## src/rtl/load_store_unit.sv

```systemverilog
// Load/store unit between the MEM stage and a word-addressed synchronous data memory.
// Sub-word stores are done as read-modify-write because the memory has no byte enables.
module load_store_unit #(
    parameter int ADDR_W = 8
) (
    input  logic              clk,
    input  logic              rst_n,
    input  logic              req_valid,
    output logic              req_ready,
    input  logic              req_we,
    input  logic [1:0]        req_size,
    input  logic              req_signed,
    input  logic [31:0]       req_addr,
    input  logic [31:0]       req_wdata,
    output logic              resp_valid,
    output logic [31:0]       resp_rdata,
    output logic              resp_err,
    output logic              mem_read,
    output logic              mem_write,
    output logic [ADDR_W-1:0] mem_addr,
    output logic [31:0]       mem_wdata,
    input  logic [31:0]       mem_rdata,
    output logic [2:0]        dbg_state
);

    localparam logic [2:0] IDLE  = 3'd0;
    localparam logic [2:0] RD    = 3'd1;
    localparam logic [2:0] CAP   = 3'd2;
    localparam logic [2:0] MERGE = 3'd3;
    localparam logic [2:0] WR    = 3'd4;
    localparam logic [2:0] RESP  = 3'd5;

    // Handshake: a request transfers on a rising edge where req_valid && req_ready;
    // req_ready is high only in IDLE, and responses cannot be back-pressured.
    logic [2:0]  state;
    logic [2:0]  state_n;
    logic        accept;
    logic        req_err;
    logic        word_store;
    logic        we_q;
    logic [1:0]  size_q;
    logic        sgn_q;
    logic [1:0]  lane_q;
    logic [15:0] wdata_q;
    logic [31:0] ld_fmt;
    logic [31:0] st_merge;
    logic [7:0]  ld_byte;
    logic [15:0] ld_half;
    logic        unused_addr_bits;

    assign req_ready        = (state == IDLE);
    assign accept           = req_valid && req_ready;
    assign mem_read         = (state == RD);
    assign mem_write        = (state == WR);
    assign dbg_state        = state;
    assign word_store       = req_we && (req_size == 2'b10);
    assign unused_addr_bits = ^req_addr[31:ADDR_W+2];

    always_comb begin
        req_err = 1'b0;
        case (req_size)
            2'b01:   req_err = req_addr[0];
            2'b10:   req_err = |req_addr[1:0];
            2'b11:   req_err = 1'b1;
            default: req_err = 1'b0;
        endcase
    end

    always_comb begin
        state_n = state;
        case (state)
            IDLE: begin
                if (accept) begin
                    if (req_err)         state_n = RESP;
                    else if (word_store) state_n = WR;
                    else                 state_n = RD;
                end
            end
            RD:      state_n = we_q ? MERGE : CAP;
            CAP:     state_n = RESP;
            MERGE:   state_n = WR;
            WR:      state_n = RESP;
            RESP:    state_n = IDLE;
            default: state_n = IDLE;
        endcase
    end

    // Load formatting and store merge both work on the word returned by the RD cycle.
    always_comb begin
        ld_byte = mem_rdata[8*lane_q +: 8];
        ld_half = mem_rdata[16*lane_q[1] +: 16];
        case (size_q)
            2'b00:   ld_fmt = {{24{sgn_q & ld_byte[7]}}, ld_byte};
            2'b01:   ld_fmt = {{16{sgn_q & ld_half[15]}}, ld_half};
            default: ld_fmt = mem_rdata;
        endcase
        st_merge = mem_rdata;
        if (size_q == 2'b00) st_merge[8*lane_q +: 8] = wdata_q[7:0];
        else                 st_merge[16*lane_q[1] +: 16] = wdata_q;
    end

    always_ff @(posedge clk or negedge rst_n) begin
        if (!rst_n) begin
            state      <= IDLE;
            we_q       <= 1'b0;
            size_q     <= 2'b00;
            sgn_q      <= 1'b0;
            lane_q     <= 2'b00;
            wdata_q    <= 16'h0;
            mem_addr   <= '0;
            mem_wdata  <= 32'h0;
            resp_valid <= 1'b0;
            resp_err   <= 1'b0;
            resp_rdata <= 32'h0;
        end else begin
            state <= state_n;
            if (accept) begin
                we_q     <= req_we;
                size_q   <= req_size;
                sgn_q    <= req_signed;
                lane_q   <= req_addr[1:0];
                wdata_q  <= req_wdata[15:0];
                mem_addr <= req_addr[ADDR_W+1:2];
                if (word_store && !req_err) mem_wdata <= req_wdata;
            end
            if (state == MERGE) mem_wdata <= st_merge;
            resp_valid <= (state_n == RESP);
            // Only the error path jumps straight from IDLE to RESP.
            resp_err   <= (state_n == RESP) && (state == IDLE);
            if (state == CAP)       resp_rdata <= ld_fmt;
            else if (state == RESP) resp_rdata <= 32'h0;
        end
    end

endmodule

```

## config.mk

```make
export PLATFORM = sky130hd
export DESIGN_NAME = load_store_unit
export DESIGN_NICKNAME = d
export VERILOG_FILES = /design/src/rtl/load_store_unit.sv
export SDC_FILE = /design/constraint.sdc
export NUM_CORES = 1
export LEC_CHECK = 0
export CORE_MARGIN = 3
export CORE_UTILIZATION = 35
export CTS_CLUSTER_SIZE = 16
export DETAILED_ROUTE_END_ITERATION = 6
export MAX_ROUTING_LAYER = met4
export PLACE_DENSITY = 0.65
export SYNTH_ARGS = -nofsm -noshare
export SYNTH_HDL_FRONTEND = slang
export SYNTH_SLANG_ARGS = --single-unit
```

## constraint.sdc

```tcl
create_clock -name clk -period 2.9 [get_ports clk]
set_input_delay 0.87 -clock clk [delete_from_list [all_inputs] [get_ports clk]]
set_output_delay 0.87 -clock clk [all_outputs]
set_load 0.05 [all_outputs]
```

**Yosys cells after proc, flatten, opt, wreduce, memory -nomap -nowiden**

Cells that the tools add are included.

- Bitwise operators: 2
- Muxes and demuxes: 15
- Reductions and logical operators: 13
- Add/sub/neg operators: 2
- Equality and inequality tests: 10
- Shift-type cells: 6

Operators with widths:

| operator | count |
|---|---|
| 2-to-1 mux 32 bit | 6 |
| negator 5 -> 34 bit | 2 |
| bitwise mux 32 bit | 2 |
| one-hot mux 32 bit (2 select lines) | 1 |
| variable shift 16 x 34 -> 32 bit (first input constant) | 1 |
| variable shift 8 x 34 -> 32 bit (first input constant) | 1 |
| variable part select 16 x 34 -> 32 bit | 1 |
| variable part select 8 x 34 -> 32 bit | 1 |
| variable part select 32 x 6 -> 16 bit | 1 |
| variable part select 32 x 6 -> 8 bit | 1 |
| one-hot mux 3 bit (4 select lines) | 1 |
| == test 3 bit (second input constant) | 3 |
| 2-to-1 mux 3 bit | 3 |
| == test 3 x 2 -> 1 bit (second input constant) | 2 |
| nonzero test 2 bit | 3 |
| == test 2 x 1 -> 1 bit (second input constant) | 2 |
| == test 2 bit (second input constant) | 2 |
| logical AND 1 bit | 4 |
| OR reduction 2 bit | 2 |
| == test 3 x 1 -> 1 bit (second input constant) | 1 |
| zero test 3 bit | 1 |
| one-hot mux 1 bit (3 select lines) | 1 |
| bitwise AND 1 bit | 2 |
| zero test 2 bit | 1 |
| other kinds (3) | 3 |

- Register bits: 99
- Logic and storage cells: 59

**Longest topological paths before layout**

- Depth after elaboration: 8
- Gate-level depth with buffers: 8
- Gate-level depth less buffers: 6

**Worst setup path after synthesis**

Ideal clock, no wire load.

- Path type: flip-flop to output port
- Start point: register state[2], in the netlist dbg_state[2]
- End point: output port mem_write
- Stages on the path, launching flop included: 3
- Arrival: 2229 ps
- Buffers on the path: 1
- Setup slack: -199 ps
- Cell sequence: dfrtp_1 > clkbuf_1 > nor3b_1

- Cells in the longest elaborated chain, start to end: 1

Ends and longest elaborated chain:

| item | RTL line | RTL |
|---|---|---|
| start, declared | 35 | `logic [2:0] state;` |
| start signal, assigned | 116 | `state <= state_n;` |
| == test 3 bit | 54 | `assign mem_write = (state == WR);` |
| end, declared | 19 | `output logic mem_write,` |

No other way between the ends.

**Worst setup path in the final report**

- Start point: register state[2], in the netlist dbg_state[2]
- End point: output port req_ready

- Cells in the longest elaborated chain, start to end: 1

Ends and longest elaborated chain:

| item | RTL line | RTL |
|---|---|---|
| zero test 3 bit | 51 | `assign req_ready = (state == IDLE);` |
| end, declared | 9 | `output logic req_ready,` |

No other way between the ends.

==> results by group <==
Route
  – Vias: 4507
  – First-pass DRT Iterations: 6
  – Post-route DRC violation count: 0
  – Vias per cell: 5.70
  – Antenna-violating nets left: 0
  – Average wire per standard cell: 21.0 µm
  – DRT iter0 DRCs: 460
  – Drt total wl: 16.6 mm

Placement
  – Hpwl dp: 12.5 mm
  – Placement Cell Area: 0.00691 mm²
  – RePlAce Congestion: 0.939
  – Placed cell count: 775
  – Port Buffers: 160

Synth
  – Post-synth design cell area: 0.00505 mm²
  – Sequential-to-total area share from yosys stat: 49.0%
  – Unique masters post-synth: 45
  – Gate count after technology mapping: 448
  – Post-synth EDFFs: 0
  – Synth Flop Type: dfrtp_1
  – Synth Net Count: 556
  – Syn_area_per_cell: 11.3 µm²
  – Yosys reg bits: 99
  – Async S/R FF share, synth: 100%
  – YS warnings: 0

Pwr
  – Static Leak: 3.09 nW
  – PwrDens: 1280 mW/mm²
  – Worst VDD drop: 0.000588 V

Timing
  – # setup viols final: 0
  – Achievable Freq: 380 MHz
  – Slew headroom: 41.8%
  – Hold_ws: 0.480 ns
  – Final Hold Viols: 0
  – Unrepaired setup endpoints after global routing: false
  – Final-report max-slew violation count: 0
  – Setup Skew: 0.0103 ns
  – Period utilization: 90.8%
  – Tightest Pin Transition: 0.869 ns
  – Minimum clock period: 2.63 ns

Critical path
  – Crit-path cells: nor3_1, clkdlybuf4s50_1
  – Critical path class: reg -> out
  – Worst path arrival time: 1.76 ns
  – Slowest-stage cell, CP: clkdlybuf4s50_1
  – CP Capture Type: output port
  – Max stage delay on crit path: 0.83 ns
  – Crit start category: register
  – CP Max Fanout: 4
  – Required time of the critical path: 2.03 ns

Floorplanning
  – Die X: 126 µm
  – Die area: 0.0159 mm²
  – I/O pin count: 183
  – Standard-cell rows: 43
  – Floorplan core area: 0.0140 mm²
  – Initial Util: 36.1%
  – DIE HEIGHT: 126 µm

Global routing
  – Largest net degree at the start of global routing: 56
  – Vias in the first global route: 4574
  – Initial antenna violation count: 0
  – Total gr overflow: 0
  – Total track usage: 21.5%
  – First-pass GRT wire length: 26.2 mm

CTS
  – CTS tree: yes
  – Post_cts resized: 0
  – Clock-pin slew on the worst setup and hold paths: 0.06 ns
  – Buffer depth of the longest clock path: 2
  – CTS Sinks: 99
  – Root buf cell: clkbuf_16
  – Worst-Skew Late Latency: 0.35 ns
  – Num CTS Buffers: 9
  – H-tree Lvls: 3
  – Post-CTS Setup Inserts: 0
  – CTS Hold Bufs: 0

Layout
  – Fin nets: 714
  – # fillers: 1281
  – Final instance area: 0.00721 mm²
  – Final core occ: 51.5%
  – Layout Cells excl Fill: 791
  – Diodes inserted: 0
  – Layout cell share with drive strength beyond 1: 15.1%
  – Layout area overhead: 42.6%

Hold path
  – Hold WC Path Type: reg -> reg

Run
  – Max Cap Violations: 0

Status
  – Status: completed
-- final cells by class --
| cell class | count | area (µm²) | area share [%] |
|---|---|---|---|
| inverter | 21 | 78.8 | 1.09 |
| multi-input combinational | 292 | 2350 | 32.6 |
| sequential | 99 | 2480 | 34.4 |
| clock inverter | 5 | 52.6 | 0.729 |
| timing repair buffer | 183 | 1780 | 24.7 |
| tap | 180 | 225 | 3.13 |
| clock buffer | 11 | 243 | 3.37 |
-- state kept, by name (all words and copies together), names as in the netlist --
register    flops
size_q          2
dbg_state       3
mem_addr        8
resp_err        1
resp_rdata     32
mem_wdata      32
wdata_q        16
resp_valid      1
we_q            1
sgn_q           1
lane_q          2
-- metal layers --
layer / vias to the layer above / track usage (%) / routed length (µm)
met5: - / - / 0
met4: 0 / 5.68 / 194
met3: 11 / 3.69 / 1170
met2: 172 / 31.6 / 7600
met1: 2258 / 31.0 / 7690
li1: 2066 / - / -
-- critical path, delay by kind of cell (launching register included) --
| family | cells | cell delay, ns |
|---|---|---|
| buffers and inverters | 1 | 0.83 |
| DFF | 1 | 0.41 |
| and+or+nand+nor | 1 | 0.19 |
-- Yosys cell counts (2+ instances only) --
| cell | count | area share (%) |
|---|---|---|
| dfrtp_1 | 99 | 49 |
| nand3_1 | 2 | 0.20 |
| a211oi_1 | 16 | 2.4 |
| o31ai_1 | 2 | 0.30 |
| a221o_1 | 33 | 6.5 |
| o21ai_0 | 20 | 2.0 |
| a21oi_1 | 8 | 0.79 |
| nand2_1 | 28 | 2.1 |
| nand2b_1 | 3 | 0.37 |
| ha_1 | 5 | 1.2 |
| nor2b_1 | 10 | 1.2 |
| inv_1 | 21 | 1.6 |
| o221a_2 | 7 | 1.6 |
| and4b_1 | 2 | 0.40 |
| a21o_1 | 7 | 1.0 |
| mux2i_1 | 20 | 4.0 |
| nor3_1 | 20 | 2.0 |
| nor2_1 | 11 | 0.82 |
| buf_2 | 10 | 0.99 |
| a221oi_1 | 31 | 5.4 |
| mux2_2 | 36 | 8.0 |
| a222oi_1 | 7 | 1.4 |
| clkbuf_1 | 24 | 1.8 |
| nor3b_1 | 5 | 0.74 |
-- where the power goes --
| part | leakage [nW] | switching [W] | internal, W | total [W] |
|---|---|---|---|---|
| clock network | 0.145 | 0.000509 | 0.000688 | 0.00120 |
| logic | 1.72 | 0.00334 | 0.00208 | 0.00542 |
| registers | 1.22 | 0.000542 | 0.00203 | 0.00257 |
-- cell usage in the layout (no fill, tap or decap), types with 5 or more instances in the layout --
master / count
mux2_2: 36
a21o_1: 7
o221a_2: 7
a211oi_1: 16
ha_1: 5
inv_1: 21
clkdlybuf4s50_1: 157
a221o_1: 33
nor2b_1: 10
nor3_1: 20
a222oi_1: 7
dfrtp_1: 99
a21oi_1: 7
buf_4: 25
o21ai_0: 20
a221oi_1: 31
mux2i_1: 20
nand2_1: 28
nor3b_1: 5
nor2_1: 11
clkbuf_16: 9
-- per-stage QoR --
stage | total power, W | TNS, ns | setup slack, ns
floorplan | 0.00619 | -0.378 | -0.199
global route | 0.00970 | 0 | 0.145
detailed placement | 0.00801 | 0 | 0.138
finish | 0.00919 | 0 | 0.267
CTS | 0.00926 | 0 | 0.230
global placement | 0.00793 | 0 | 0.192
-- worst paths after layout --
kind | startpoint | end | slack (ns) | cells past startpoint
worst max register to register | lane_q[1] | mem_wdata[18] | 0.46 | 6
min in group asynchronous | rst_n | size_q[0] | 0.57 | 1
worst max-delay path | dbg_state[2] | req_ready | 0.27 | 2
worst min-delay path | resp_rdata[0] | resp_rdata[0] | 0.48 | 2
max in group asynchronous | rst_n | mem_wdata[2] | 1.64 | 2
worst min register to register | resp_rdata[0] | resp_rdata[0] | 0.48 | 2
-- cells by family after synthesis --
kind of cell	after synthesis	share of synthesized area (%)
buffers and inverters	57	4.56
adder cells (fa/ha/maj)	5	1.24
multiplexers	57	12.4
flip-flops	99	49.0
AO/OA/AOI/OAI	139	23.0
AND/OR/NAND/NOR	91	9.73
Note: power is estimated with default switching activity, not from simulation.
